--- src/rtl/rv_mem_pkg.sv ---
// Shared definitions for the memory-stage load/store unit: access-size codes,
// the load result-select value, FSM state encoding and an alignment helper.
package rv_mem_pkg;

    localparam logic [2:0] F3_B  = 3'b000;
    localparam logic [2:0] F3_H  = 3'b001;
    localparam logic [2:0] F3_W  = 3'b010;
    localparam logic [2:0] F3_BU = 3'b100;
    localparam logic [2:0] F3_HU = 3'b101;

    localparam logic [1:0] RESULT_SRC_MEM = 2'b01;

    typedef enum logic [1:0] {
        IDLE = 2'd0,
        BUSY = 2'd1,
        DONE = 2'd2
    } lsu_state_e;

    // Size comes from funct3[1:0]; every code other than byte/half behaves as a word.
    function automatic logic isMisaligned(input logic [1:0] sizeSel, input logic [1:0] addrLo);
        logic mis;
        case (sizeSel)
            F3_B[1:0]: mis = 1'b0;
            F3_H[1:0]: mis = addrLo[0];
            default:   mis = (addrLo != 2'b00);
        endcase
        return mis;
    endfunction

endpackage

--- src/rtl/load_align_ext.sv ---
// Picks the addressed byte/halfword out of a bus read word and sign- or
// zero-extends it to 32 bits; word-sized loads pass through untouched.
module load_align_ext
    import rv_mem_pkg::*;
(
    input  logic [31:0] memRData_i,
    input  logic [1:0]  addrLo_i,
    input  logic [2:0]  funct3_i,
    output logic [31:0] extData_o
);

    logic [7:0]  byteSel;
    logic [15:0] halfSel;
    logic        signExt;

    always_comb begin
        case (addrLo_i)
            2'd0:    byteSel = memRData_i[7:0];
            2'd1:    byteSel = memRData_i[15:8];
            2'd2:    byteSel = memRData_i[23:16];
            default: byteSel = memRData_i[31:24];
        endcase
        halfSel = addrLo_i[1] ? memRData_i[31:16] : memRData_i[15:0];
        signExt = ~funct3_i[2];
        case (funct3_i[1:0])
            F3_B[1:0]: extData_o = {{24{signExt & byteSel[7]}}, byteSel};
            F3_H[1:0]: extData_o = {{16{signExt & halfSel[15]}}, halfSel};
            default:   extData_o = memRData_i;
        endcase
    end

endmodule

--- src/rtl/mem_stage_lsu.sv ---
// M-stage load/store unit: issues one req/ack bus transaction per aligned
// access, stalls the pipeline while it is outstanding and aborts on timeout.
module mem_stage_lsu
    import rv_mem_pkg::*;
#(
    parameter int TIMEOUT_CYCLES = 255,
    parameter int CNT_W          = 8
)(
    input  logic        clk,
    input  logic        rst_n,
    input  logic        memWriteM,
    input  logic [1:0]  resultSrcM,
    input  logic [2:0]  funct3M,
    input  logic [31:0] ALUResultM,
    input  logic [31:0] writeDataM,
    input  logic [31:0] memRData,
    input  logic        memAck,
    output logic        memReq,
    output logic        memWe,
    output logic [31:0] memAddr,
    output logic [31:0] memWData,
    output logic [3:0]  memByteEn,
    output logic [31:0] readDataM,
    output logic        stallM,
    output logic        misalignM,
    output logic        busErrM
);

    localparam logic [CNT_W-1:0] TIMEOUT_VAL = CNT_W'(TIMEOUT_CYCLES);

    lsu_state_e       state_q, state_d;
    logic [CNT_W-1:0] cnt_q, cnt_d, cntInc;
    logic             memReq_q, memReq_d;
    logic             memWe_q, memWe_d;
    logic [31:0]      memAddr_q, memAddr_d;
    logic [31:0]      memWData_q, memWData_d;
    logic [3:0]       memByteEn_q, memByteEn_d;
    logic [1:0]       addrLo_q, addrLo_d;
    logic [2:0]       funct3_q, funct3_d;
    logic [31:0]      readData_q, readData_d;
    logic             misalign_q, misalign_d;
    logic             busErr_q, busErr_d;
    logic             stallRaw;

    logic             isLoad, accessValid, misaligned;
    logic [31:0]      storeData;
    logic [3:0]       storeBe;
    logic [31:0]      loadData;

    assign isLoad      = (resultSrcM == RESULT_SRC_MEM);
    assign accessValid = memWriteM | isLoad;
    assign misaligned  = isMisaligned(funct3M[1:0], ALUResultM[1:0]);
    assign cntInc      = cnt_q + 1'b1;

    always_comb begin
        case (funct3M[1:0])
            F3_B[1:0]: begin
                storeData = {4{writeDataM[7:0]}};
                storeBe   = 4'b0001 << ALUResultM[1:0];
            end
            F3_H[1:0]: begin
                storeData = {2{writeDataM[15:0]}};
                storeBe   = ALUResultM[1] ? 4'b1100 : 4'b0011;
            end
            default: begin
                storeData = writeDataM;
                storeBe   = 4'b1111;
            end
        endcase
    end

    // Extension uses the latched address/size so the pipeline may change its inputs freely.
    load_align_ext u_loadAlign (
        .memRData_i (memRData),
        .addrLo_i   (addrLo_q),
        .funct3_i   (funct3_q),
        .extData_o  (loadData)
    );

    always_comb begin
        state_d     = state_q;
        cnt_d       = cnt_q;
        memReq_d    = memReq_q;
        memWe_d     = memWe_q;
        memAddr_d   = memAddr_q;
        memWData_d  = memWData_q;
        memByteEn_d = memByteEn_q;
        addrLo_d    = addrLo_q;
        funct3_d    = funct3_q;
        readData_d  = readData_q;
        misalign_d  = 1'b0;
        busErr_d    = 1'b0;
        stallRaw    = 1'b0;

        case (state_q)
            IDLE: begin
                if (accessValid && misaligned) begin
                    misalign_d = 1'b1;
                end else if (accessValid) begin
                    stallRaw    = 1'b1;
                    memReq_d    = 1'b1;
                    memWe_d     = memWriteM;
                    memAddr_d   = {ALUResultM[31:2], 2'b00};
                    memWData_d  = storeData;
                    memByteEn_d = memWriteM ? storeBe : 4'b1111;
                    addrLo_d    = ALUResultM[1:0];
                    funct3_d    = funct3M;
                    cnt_d       = '0;
                    state_d     = BUSY;
                end
            end
            BUSY: begin
                stallRaw = 1'b1;
                cnt_d    = cntInc;
                // An ack arriving on the timeout cycle still completes normally.
                if (memAck) begin
                    memReq_d = 1'b0;
                    if (!memWe_q) begin
                        readData_d = loadData;
                    end
                    state_d = DONE;
                end else if (cntInc == TIMEOUT_VAL) begin
                    memReq_d   = 1'b0;
                    readData_d = '0;
                    busErr_d   = 1'b1;
                    state_d    = DONE;
                end
            end
            DONE: begin
                cnt_d   = '0;
                state_d = IDLE;
            end
            default: begin
                state_d = IDLE;
            end
        endcase
    end

    always_ff @(posedge clk or negedge rst_n) begin
        if (!rst_n) begin
            state_q     <= IDLE;
            cnt_q       <= '0;
            memReq_q    <= 1'b0;
            memWe_q     <= 1'b0;
            memAddr_q   <= '0;
            memWData_q  <= '0;
            memByteEn_q <= '0;
            addrLo_q    <= '0;
            funct3_q    <= '0;
            readData_q  <= '0;
            misalign_q  <= 1'b0;
            busErr_q    <= 1'b0;
        end else begin
            state_q     <= state_d;
            cnt_q       <= cnt_d;
            memReq_q    <= memReq_d;
            memWe_q     <= memWe_d;
            memAddr_q   <= memAddr_d;
            memWData_q  <= memWData_d;
            memByteEn_q <= memByteEn_d;
            addrLo_q    <= addrLo_d;
            funct3_q    <= funct3_d;
            readData_q  <= readData_d;
            misalign_q  <= misalign_d;
            busErr_q    <= busErr_d;
        end
    end

    // The IDLE stall depends on live inputs, so it is masked to keep every output low in reset.
    assign stallM    = rst_n & stallRaw;
    assign memReq    = memReq_q;
    assign memWe     = memWe_q;
    assign memAddr   = memAddr_q;
    assign memWData  = memWData_q;
    assign memByteEn = memByteEn_q;
    assign readDataM = readData_q;
    assign misalignM = misalign_q;
    assign busErrM   = busErr_q;

endmodule

--- config.mk ---
export PLATFORM = sky130hd
export DESIGN_NAME = mem_stage_lsu
export DESIGN_NICKNAME = d
export VERILOG_FILES = /design/src/rtl/rv_mem_pkg.sv /design/src/rtl/load_align_ext.sv /design/src/rtl/mem_stage_lsu.sv
export SDC_FILE = /design/constraint.sdc
export NUM_CORES = 1
export LEC_CHECK = 0
export ABC_AREA = 1
export BUFFER_PORTS_ARGS = -buffer_cell sky130_fd_sc_hd__buf_2
export CAP_MARGIN = 5
export CORE_MARGIN = 1
export CORE_UTILIZATION = 41
export DETAILED_ROUTE_END_ITERATION = 16
export PLACE_DENSITY = 0.72
export SLEW_MARGIN = 10
export SYNTH_ARGS = -nofsm -noshare
export SYNTH_HDL_FRONTEND = slang
export SYNTH_SLANG_ARGS = --single-unit
--- constraint.sdc ---
create_clock -name clk -period 1.6 [get_ports clk]
set_input_delay 0.32 -clock clk [delete_from_list [all_inputs] [get_ports clk]]
set_output_delay 0.32 -clock clk [all_outputs]
set_load 0.03 [all_outputs]
; Yosys cells after proc, flatten, opt, wreduce, memory -nomap -nowiden
; Index checks and enable logic that the tools add are counted.
[totals]
ff_bits = 117
out_inout_bits = 105
word_cells = 78
[classes]
addsub = 1
n_eq_ne = 12
shifts = 1
n_mux = 32
bitwise = 6
n_reduce_logical = 14
[ops]
columns = operator, count
row1 = 32-bit one-hot mux with 2 select lines, 2
row2 = 32-bit two-way mux, 3
row3 = 8-bit one-hot mux with 3 select lines, 2
row4 = 16-bit two-way mux, 1
row5 = 8-bit two-way mux, 2
row6 = 3-bit AND reduction, 4
row7 = 1-bit two-way mux, 11
row8 = 2-bit by 1-bit equality test with 1-bit output (second input constant), 5
row9 = 8-bit by 1-bit adder with 8-bit output (second input constant), 1
row10 = 8-bit equality test (second input constant), 1
row11 = 2-bit zero test, 4
row12 = 2-bit two-way mux, 4
row13 = 4-bit two-way mux, 2
row14 = 4-bit one-hot mux with 2 select lines, 1
row15 = 2-bit inequality test (second input constant), 3
row16 = 1-bit one-hot mux with 2 select lines, 3
row17 = 2-bit nonzero test, 3
row18 = 2-bit equality test (second input constant), 2
row19 = 2-bit one-hot mux with 2 select lines, 1
row20 = 4-bit AND reduction, 1
row21 = 1-bit by 2-bit << shifter with 4-bit output (first input constant), 1
row22 = 1-bit bitwise AND, 3
row23 = 3-bit inequality test (second input constant), 1
row24 = 3-bit nonzero test, 1
row25 = 3 further kinds, 4

; Logic depth before layout (Yosys ltp)
; Gate-level depths: netlist of run 1.
[depth]
ltp_word = 6
depth_mapped = 13
depth_no_buf = 12

; Modules after synthesis
; From an unflattened synthesis of run 1, not the netlist that was laid out.
[hier_totals]
hier_cells = 729
hier_area_um2 = 5859.4
[modules_own_cells]
columns = mod, instances, cells_per_inst, area_each_um2, seq_area_each_um2
row1 = mem_stage_lsu, 1, 572, 4981.0, 2927.8
row2 = load_align_ext, 1, 157, 878.3, 0.0

; Least setup slack after synthesis of run 1
; No wires, ideal clock.
[synth_timing]
path_type = register to output
from = register state_q[1]
to = output port stallM
t_arrival_ps = 1724
required_time_ps = 1280
slack_ps = -444
stages_incl_launch_ff = 4
path_buffers = 0
path_cell_list = dfrtp_1 > nor2_2 > clkinv_1 > a21boi_0
[synth_between]
elab_chain_len = 3
word_cells_on_any_way = 4
classes_between = eq/ne: 1 / mux: 1 / bitwise: 1 / reduce/logical: 1
[synth_rtl]
columns = element, line
row1 = start: declaration, mem_stage_lsu.sv:31  ; lsu_state_e state_q, state_d;
row2 = start signal: assignment, mem_stage_lsu.sv:154  ; state_q <= state_d;
row3 = 2-bit by 1-bit equality test with 1-bit output / 2-bit zero test (equally long branches), mem_stage_lsu.sv:95  ; case (state_q)
row4 = 1-bit one-hot mux with 2 select lines *, mem_stage_lsu.sv:95
row5 = 1-bit bitwise AND *, mem_stage_lsu.sv:170  ; assign stallM = rst_n & stallRaw;
row6 = end: declaration, mem_stage_lsu.sv:24  ; output logic stallM,
; Every way passes the cells marked *; elsewhere a longest branch is shown, timed or not.

; Worst setup path in the final report of run 1
[layout_timing]
from = register state_q[0]
to = output port stallM
; Same word-level chain as after synthesis.

==> run summary, run 1 <==
clock sinks: 117
final-stage net count: 1,086
HP Class: in2async
crit path kind: reg2out
Mapped Cells: 743
Area Overhead vs Synth: 42.8%
Leak Pwr: 4.41 nW
Max IR drop VDD: 0.996 mV
port bufs: 207
first-pass GRT wire length: 28,400 um
Global Route Usage Sum: 25.6%
Routed WL per cell: 15.6 um
core area: 13,500 um2
RSZ-0062 raised after global routing: yes
worst path required time: 1280 ps
synth warn: 0
Rel. slew slack: 48.8%
clock buffer count from CTS: 17
WP data arrival: 1500 ps
Routed WL: 18,200 um
Slew Limit Fails: 0
post-synthesis sequential area ratio: 51.1%
crit-path leading delay family: flip-flops
Initial Util: 42.6%
Sequential cell area: 2930 um2
die height: 120 um
clk buf depth: 2
antenna violations before repair: 1
Final Setup Violations: 35
vias in the first global route: 5,852
I/O pins: 210
CTS root buffer: clkbuf_16
CTS Hold Bufs: 0
crit path buf inv count: 1
outcome: finished, violations left
design area: 8180 um2
Area contributors post-synth: dfrtp_1 51%, nand2_1 20%, a21oi_1 5.9%
skew final: 7.10 ps
Post-DP HPWL: 11,900 um
Rows: 42
layout cell share with drive strength beyond 1: 34.2%
Tcrit/Tclk final: 114%
crit start category: register
top-area cell type share of the netlist area: 51.1%
multi-input logic area: 2600 um2
Peak Freq: 548 MHz
grt ovf: 0
Slew @ Worst Pin: 761 ps
clock latency on the worst-skew pair: 420 ps
most common cell after layout, fill and taps aside: nand2_1
Antenna Nets Post-Route: 0
most frequent cells in the layout: 276 x nand2_1, 205 x buf_2, 116 x dfrtp_1, 67 x a21oi_1, 49 x o21ai_0
failing checks: setup timing
width of the die: 120 um
CP max stage delay: 410 ps
antenna diode count: 0
H-tree depth: 4
Yosys top cell by area: dfrtp_1
placed instance area: 7190 um2
Vias: 6,030
synthesized area per cell: 7.71 um2
#FFs+latches synth: 117
crit path time final: 1820 ps
setup slack at placement: -118 ps
Crit. End Element: output pin
max-cap check violation count: 0
setup TNS: -5660 ps
Cell variety after synth: 31
die area: 14,500 um2
Pre-antenna DRT Iters: 5
CTS tree: built
Cell Pwr Density: 1870 nW/um2
starting DRC count in detailed routing: 507
Worst path slowest cell: dfrtp_1
Final WS setup: -225 ps
worst path cell trace: nor2_2 > and2_4 > nand2_8 > a21boi_4 > buf_6
number of vias per cell: 5.17
Reg clk slew, reported paths: 50 ps
gp weighted congestion: 0.936
Final Hold Vio Count: 0
fillers: 1,207
synthesized area: 5730 um2
largest net degree at the start of global routing: 118
Max Fanout on Critical Path: 3
DRC Markers: 0
[area by class of cell]
type | count | share of cell area (%)
Inverter | 35 | 1.68
Sequential cell | 117 | 35.8
Timing Repair Buffer | 261 | 20.2
Tap cell | 176 | 2.69
Clock buffer | 23 | 5.97
Multi-Input combinational cell | 547 | 31.8
Clock inverter | 8 | 1.79
[through the flow]
step | utilization [%] | hold slack, ps | cells | power [mW]
after global placement | 53.5 | 450 | 1122 | 10.7
after CTS | 60.9 | 64.1 | 1169 | 15.2
after floorplan | - | 24.4 | 744 | 8.65
final | 60.8 | 41.4 | 1167 | 15.3
after detailed placement | 53.5 | 454 | 1122 | 10.8
after global routing | 60.8 | 93.6 | 1167 | 16.1
[final timing paths]
check / start / to / slack [ps] / cells past startpoint
worst min-delay path: rst_n / readDataM[20]$_DFFE_PN0P_ / 40 / 2
worst max register to register: cnt_q[0]$_DFFE_PN0P_ / readDataM[4]$_DFFE_PN0P_ / -190 / 13
max in group asynchronous: rst_n / memAddr[11]$_DFFE_PN0P_ / 1120 / 2
min in group clk: ALUResultM[13] / memAddr[13]$_DFFE_PN0P_ / 90 / 3
worst max-delay path: state_q[0]$_DFFE_PN0P_ / stallM / -220 / 5
worst min register to register: readDataM[17]$_DFFE_PN0P_ / readDataM[17]$_DFFE_PN0P_ / 460 / 2
[power breakdown]
part / leakage, nW / internal, mW / total [mW] / switching [mW]
Clock: 0.309 / 2.76 / 4.12 / 1.36
Combinational: 2.62 / 2.08 / 6.51 / 4.43
Sequential: 1.48 / 4.01 / 4.68 / 0.670
Total: 4.41 / 8.85 / 15.3 / 6.46
[cells by family (layout without fill, tap and decap cells)]
family / Yosys count / after routing / synth area share, %
DFF: 117 / 117 / 51.1
adders and majority gates: 2 / 2 / 0.437
buffers and inverters: 80 / 327 / 6.27
AOI/OAI and AO/OA: 145 / 145 / 13.2
xor gates and xnor gates: 1 / 1 / 0.153
and+or+nand+nor: 397 / 397 / 28.8
other: 1 / 2 / 0.0654
[worst reg2reg max path, cell delays in order (launching register included)]
cell and delay [ps]:
dfrtp_1 380, ha_2 220, inv_1 40, nand2_1 70, nand2_2 60, nor2_1 80
nand3_1 80, nor2_2 110, nand2_2 90, nand2_4 90, nand3_4 140, buf_16 200
nand2_1 60, nand2_1 60
[flip-flops by register name (all words and copies together) (netlist names)]
| name | cells |
|---|---|
| state_q | 2 |
| memAddr | 30 |
| busErrM | 1 |
| memReq | 1 |
| memWData | 32 |
| funct3_q | 3 |
| memWe | 1 |
| memByteEn | 4 |
| readDataM | 32 |
| cnt_q | 8 |
| misalignM | 1 |
| addrLo_q | 2 |
[timing repair]
| action | 4_1_cts | 5_1_grt |
|---|---|---|
| setup endpoints to repair | 35 | 45 |
| pin swaps | 12 | 19 |
| gates cloned | 6 | 1 |
| gates resized for setup | 36 | 27 |
| setup buffers | 10 | 4 |
[layer usage]
| layer | GRT usage, % | wire length [um] | part of all wire (%) | up-vias |
|---|---|---|---|---|
| met5 | 0 | 17 | 0.094 | - |
| li1 | - | - | - | 2906 |
| met3 | 8.21 | 1570 | 8.7 | 34 |
| met1 | 31.5 | 7380 | 41 | 2799 |
| met2 | 41.3 | 8820 | 49 | 289 |
| met4 | 10.7 | 365 | 2.0 | 2 |
[cell usage after synthesis (all sizes together)]
cell type	count
a22oi	8
buf	23
xor2	1
nand2	302
clkbuf	22
conb	1
clkinv	3
nor2	41
o21bai	1
and2	1
inv	32
ha	2
a21oi	67
nand3	18
nand4	33
o21ai	63
dfrtp	117
a21boi	2
o22ai	4
nor3	2
Power figures use the tool's default switching activity.
==> run 2: changes to the inputs <==
--- a/config.mk
+++ b/config.mk
@@ -11,7 +11,7 @@
 export CORE_MARGIN = 1
 export CORE_UTILIZATION = 41
 export DETAILED_ROUTE_END_ITERATION = 16
-export PLACE_DENSITY = 0.72
+export PLACE_DENSITY = 0.71
 export SLEW_MARGIN = 10
 export SYNTH_ARGS = -nofsm -noshare
 export SYNTH_HDL_FRONTEND = slang
==> run summary, run 2 (synthesis results as in run 1) <==
CTS tree: built
Routed WL per cell: 14.6 um (-6.0%)
Initial Util: 42.6% (unchanged)
Peak Freq: 555 MHz (+1.3%)
clock sinks: 117 (unchanged)
CP max stage delay: 420 ps (about the same)
antenna violations before repair: 1 (unchanged)
design area: 8110 um2 (-0.83%)
gp weighted congestion: 0.886 (-5.3%)
Switch Pwr: 6.28 mW (-2.7%)
Worst Setup SP: state_q[0]$_DFFE_PN0P_
Global Route Usage Sum: 24.8% (-0.76 points)
failing checks: setup timing
Final WS setup: -201 ps (+24.0 ps)
Final Setup Violations: 35 (unchanged)
reg2reg end: readDataM[7]$_DFFE_PN0P_
Slew @ Worst Pin: 633 ps (-128 ps)
Worst path slowest cell: dfrtp_1
Antenna Nets Post-Route: 0 (unchanged)
Leak Pwr: 4.41 nW (about the same)
Final Hold Vio Count: 0 (unchanged)
crit path kind: reg2out
I/O pins: 210 (unchanged)
placed instance area: 7230 um2 (+0.52%)
fillers: 1,263 (+4.6%)
Crit. End Element: output pin
setup slack at placement: -107 ps (+10.7 ps)
skew final: 6.83 ps (-0.265 ps)
most frequent cells in the layout: 290 x nand2_1, 205 x buf_2, 116 x dfrtp_1, 67 x a21oi_1, 49 x o21ai_0
Reg clk slew, reported paths: 60 ps (about the same)
Max IR drop VDD: 1.05 mV (+5.1%)
Clock power frac: 27.3% (+0.4 points)
WP data arrival: 1480 ps (-20 ps)
H-tree depth: 4 (unchanged)
vias in the first global route: 5,683 (-2.9%)
antenna diode count: 0 (unchanged)
Cell Pwr Density: 1870 nW/um2 (-0.18%)
crit start category: register
port bufs: 207 (unchanged)
layout cell share with drive strength beyond 1: 32.8% (-1.4 points)
Int Pwr: 8.87 mW (+0.26%)
non-filler cells, final: 1,168 (+0.086%)
Vias: 5,839 (-3.2%)
clk buf depth: 2 (unchanged)
die area: 14,500 um2 (unchanged)
starting DRC count in detailed routing: 564 (+11%)
worst path cell trace: nor2_2 > and2_4 > nand2_4 > a21boi_4 > buf_6
HP Class: in2async
R2R Setup Slk: -160 ps (+30 ps)
Tcrit/Tclk final: 113% (-1.5 points)
largest net degree at the start of global routing: 118 (unchanged)
die height: 120 um (unchanged)
Area Overhead vs Synth: 41.6%
number of vias per cell: 5.00 (-3.3%)
final-stage net count: 1,087 (+0.092%)
outcome: finished, violations left
Placed Instances: 1,127 (+0.45%)
worst path required time: 1280 ps (about the same)
Max Fanout on Critical Path: 3 (unchanged)
Worst R2R Path Depth: 13 (unchanged)
core area: 13,500 um2 (unchanged)
CTS root buffer: clkbuf_16
hold slack: 6.52 ps (-34.8 ps)
RSZ-0062 raised after global routing: yes
max-cap check violation count: 0 (unchanged)
Routed WL: 17,100 um (-6.0%)
crit path time final: 1800 ps (-24.0 ps)
clock buffer count from CTS: 17 (unchanged)
DRC Markers: 0 (unchanged)
Post-DP HPWL: 12,100 um (+2.0%)
width of the die: 120 um (unchanged)
most common cell after layout, fill and taps aside: nand2_1
first-pass GRT wire length: 27,800 um (-2.2%)
switching share of power: 41.5% (-0.74 points)
RR Startpoint: cnt_q[0]$_DFFE_PN0P_
Combinational Power Share: 41.9% (-0.7 points)
Reg power frac: 30.8% (+0.3 points)
Pre-antenna DRT Iters: 6 (+1)
Slew Limit Fails: 0 (unchanged)
clock latency on the worst-skew pair: 410 ps (about the same)
Rel. slew slack: 57.8% (+9.1 points)
Rows: 42 (unchanged)
grt ovf: 0 (unchanged)
run 2: area by class of cell:
class | count | area (um2) | share of cell area (%)
multi-input combinational | 547 | 2550 | 31.4
inverter | 35 | 135 | 1.67
timing repair buffer | 262 | 1640 | 20.2
sequential | 117 | 2930 | 36.1
tap | 176 | 220 | 2.71
clock inverter | 10 | 178 | 2.19
clock buffer | 21 | 460 | 5.68
run 2: worst max-delay path: cells and delay by family (launching register included):
family | cells | cell delay, ps
AO/OA/AOI/OAI | 1 | 150
buffers and inverters | 1 | 140
flip-flops | 1 | 420
AND/OR/NAND/NOR | 3 | 350
run 2: stage by stage:
stage | power (mW) | TNS (ps) | utilization, %
after floorplan | 8.65 | -108 | -
after global placement | 10.7 | -1690 | 53.7
after detailed placement | 10.8 | -2930 | 53.7
after CTS | 15.1 | -5740 | 59.7
after global routing | 16.1 | -10060 | 60.3
final | 15.2 | -4810 | 60.3
run 2: worst max path at each step:
stage / to / depth (start not counted)
2_1_floorplan: readDataM[0]$_DFFE_PN0P_ / 11
3_3_place_gp: readDataM[0]$_DFFE_PN0P_ / 13
3_5_place_dp: readDataM[9]$_DFFE_PN0P_ / 12
4_1_cts: stallM / 5
5_1_grt: readDataM[7]$_DFFE_PN0P_ / 12
6_report: stallM / 5
run 2: what timing repair did:
| action | in CTS | in global routing |
|---|---|---|
| setup buffers | 3 | 5 |
| pin swaps | 5 | 3 |
| endpoints found under the setup margin | 35 | 38 |
| hold buffers | 0 | 0 |
| gates resized for setup | 14 | 20 |
| cloned | 3 | 1 |
run 2: power by group through the flow:
stage / Clock, mW / Sequential, mW / Combinational (mW)
after detailed placement: 0 / 4.64 / 6.17
after floorplan: 0 / 6.52 / 2.13
after CTS: 4.20 / 4.63 / 6.25
after global placement: 0 / 4.65 / 6.07
final: 4.14 / 4.67 / 6.35
after global routing: 4.38 / 4.80 / 6.94
run 2: per-layer routing:
layer  vias up  share of wire, %  GRT usage, %
li1       2900                 -             -
met3        30               8.9          7.74
met1      2657                42          30.9
met5         -                 0             0
met4         0               1.8          9.03
met2       252                47          40.4
==> run 3: changes to the inputs <==
--- a/config.mk
+++ b/config.mk
@@ -9,9 +9,9 @@
 export BUFFER_PORTS_ARGS = -buffer_cell sky130_fd_sc_hd__buf_2
 export CAP_MARGIN = 5
 export CORE_MARGIN = 1
-export CORE_UTILIZATION = 41
+export CORE_UTILIZATION = 45
 export DETAILED_ROUTE_END_ITERATION = 16
-export PLACE_DENSITY = 0.71
+export PLACE_DENSITY = 0.77
 export SLEW_MARGIN = 10
 export SYNTH_ARGS = -nofsm -noshare
 export SYNTH_HDL_FRONTEND = slang
==> run summary, run 3 (synthesis results as in run 1) <==
vias in the first global route: 5,599 (-1.5%)
die area: 13,200 um2 (-8.7%)
first-pass GRT wire length: 27,300 um (-1.7%)
worst path required time: 1280 ps (about the same)
Worst R2R Path Depth: 12 (-1)
most common cell after layout, fill and taps aside: nand2_1
Leak Pwr: 4.38 nW (-0.50%)
Post-DP HPWL: 12,100 um (about the same)
crit path kind: reg2out
CP max stage delay: 410 ps (about the same)
Vias: 5,878 (+0.67%)
Routed WL: 17,000 um (-0.60%)
Clock power frac: 23.1% (-4.2 points)
hold slack: 23.5 ps (+17.0 ps)
Reg power frac: 32.4% (+1.6 points)
Reg clk slew, reported paths: 50 ps (about the same)
non-filler cells, final: 1,166 (-0.17%)
Combinational Power Share: 44.5% (+2.6 points)
skew final: 6.68 ps (-0.157 ps)
Routed WL per cell: 14.6 um (-0.43%)
antenna diode count: 0 (unchanged)
Placed Instances: 1,122 (-0.44%)
worst path cell trace: nor2_2 > and2_4 > nand2_4 > a21boi_4 > buf_6
Final WS setup: -177 ps (+23.8 ps)
Post-Route Utilization: 66.3% (+6.0 points)
clk buf depth: 2 (unchanged)
starting DRC count in detailed routing: 494 (-12%)
Switch Pwr: 6.40 mW (+1.9%)
H-tree depth: 4 (unchanged)
Global Route Usage Sum: 26.9% (+2.1 points)
final-stage net count: 1,092 (+0.46%)
Peak Freq: 563 MHz (+1.3%)
Rows: 40 (-4.8%)
design area: 8090 um2 (-0.26%)
Slew Limit Fails: 0 (unchanged)
width of the die: 115 um (-4.5%)
Cell Pwr Density: 1790 nW/um2 (-4.1%)
failing checks: setup timing
DRC Markers: 0 (unchanged)
grt ovf: 0 (unchanged)
die height: 115 um (-4.5%)
Crit. End Element: output pin
Final Hold Vio Count: 0 (unchanged)
largest net degree at the start of global routing: 118 (unchanged)
CTS root buffer: clkbuf_16
Rel. slew slack: 59.0% (+1.2 points)
crit start category: register
antenna violations before repair: 0 (-1)
layout cell share with drive strength beyond 1: 34.8% (+2.0 points)
HP Class: in2async
Pre-antenna DRT Iters: 5 (-1)
setup TNS: -3440 ps (+1370 ps)
port bufs: 207 (unchanged)
total power: 14.5 mW (-4.3%)
clock latency on the worst-skew pair: 410 ps (about the same)
fillers: 1,084 (-14%)
Slew @ Worst Pin: 615 ps (-17.3 ps)
setup slack at placement: -124 ps (-16.7 ps)
Tcrit/Tclk final: 111% (-1.5 points)
Max IR drop VDD: 1.08 mV (+3.5%)
clock sinks: 117 (unchanged)
Antenna Nets Post-Route: 0 (unchanged)
Final Setup Violations: 36 (+2.9%)
placed instance area: 7260 um2 (+0.35%)
Max Fanout on Critical Path: 3 (unchanged)
core area: 12,200 um2 (-9.2%)
CTS tree: built
clock buffer count from CTS: 17 (unchanged)
switching share of power: 44.2% (+2.7 points)
crit path time final: 1780 ps (-23.8 ps)
Area Overhead vs Synth: 41.2%
outcome: finished, violations left
RSZ-0062 raised after global routing: yes
I/O pins: 210 (unchanged)
WP data arrival: 1460 ps (-20 ps)
number of vias per cell: 5.04 (+0.84%)
gp weighted congestion: 0.922 (+4.1%)
max-cap check violation count: 0 (unchanged)
Worst path slowest cell: dfrtp_1
Int Pwr: 8.10 mW (-8.7%)
most frequent cells in the layout: 280 x nand2_1, 205 x buf_2, 115 x dfrtp_1, 65 x a21oi_1, 45 x o21ai_0
Initial Util: 46.9% (+4.3 points)
[run 3: power groups by stage]
| stage | Combinational [mW] | Clock (mW) | Sequential, mW |
|---|---|---|---|
| after floorplan | 2.13 | 0 | 6.52 |
| after global placement | 6.11 | 0 | 4.63 |
| after detailed placement | 6.23 | 0 | 4.63 |
| after CTS | 6.32 | 3.42 | 4.64 |
| final | 6.46 | 3.35 | 4.69 |
| after global routing | 7.03 | 3.57 | 4.81 |
[run 3: timing repair]
action                                  CTS  global route
gates cloned                              1             1
pin swaps                                 4             6
resized for setup                        24            35
buffers inserted                          9             3
hold buffers                              0             0
endpoints found under the setup margin   35            49
[run 3: final timing paths]
kind	from	slack, ps	endpoint
setup / recovery	state_q[0]$_DFFE_PN0P_	-180	stallM
hold / removal	rst_n	20	readDataM[18]$_DFFE_PN0P_
setup reg to reg	cnt_q[1]$_DFFE_PN0P_	-120	readDataM[22]$_DFFE_PN0P_
hold reg to reg	readDataM[3]$_DFFE_PN0P_	470	readDataM[3]$_DFFE_PN0P_
max in group asynchronous	rst_n	1110	readDataM[6]$_DFFE_PN0P_
min in group clk	ALUResultM[14]	100	memAddr[14]$_DFFE_PN0P_
[run 3: final cells by class]
cell class                      count  area (um2)  share of cell area [%]
Clock inverter                     13        86.3                    1.07
Timing Repair Buffer              267        1680                    20.8
Tap cell                          168         210                    2.60
Inverter                           35         135                    1.67
Sequential cell                   117        2930                    36.2
Clock buffer                       19         443                    5.47
Multi-Input combinational cell    547        2600                    32.2
[run 3: worst max-delay path, delay by kind of cell (launching register included)]
kind / cells / cell delay, ps
AO/OA/AOI/OAI: 1 / 120
buffers and inverters: 1 / 140
flip-flops: 1 / 410
AND/OR/NAND/NOR: 3 / 370
[run 3: routing by layer]
metal	vias to the layer above	routed length, um	track usage (%)
li1	2913	-	-
met1	2693	7380	34.5
met2	256	8110	43.6
met3	16	1330	8.54
met4	0	155	8.48
met5	-	0	0
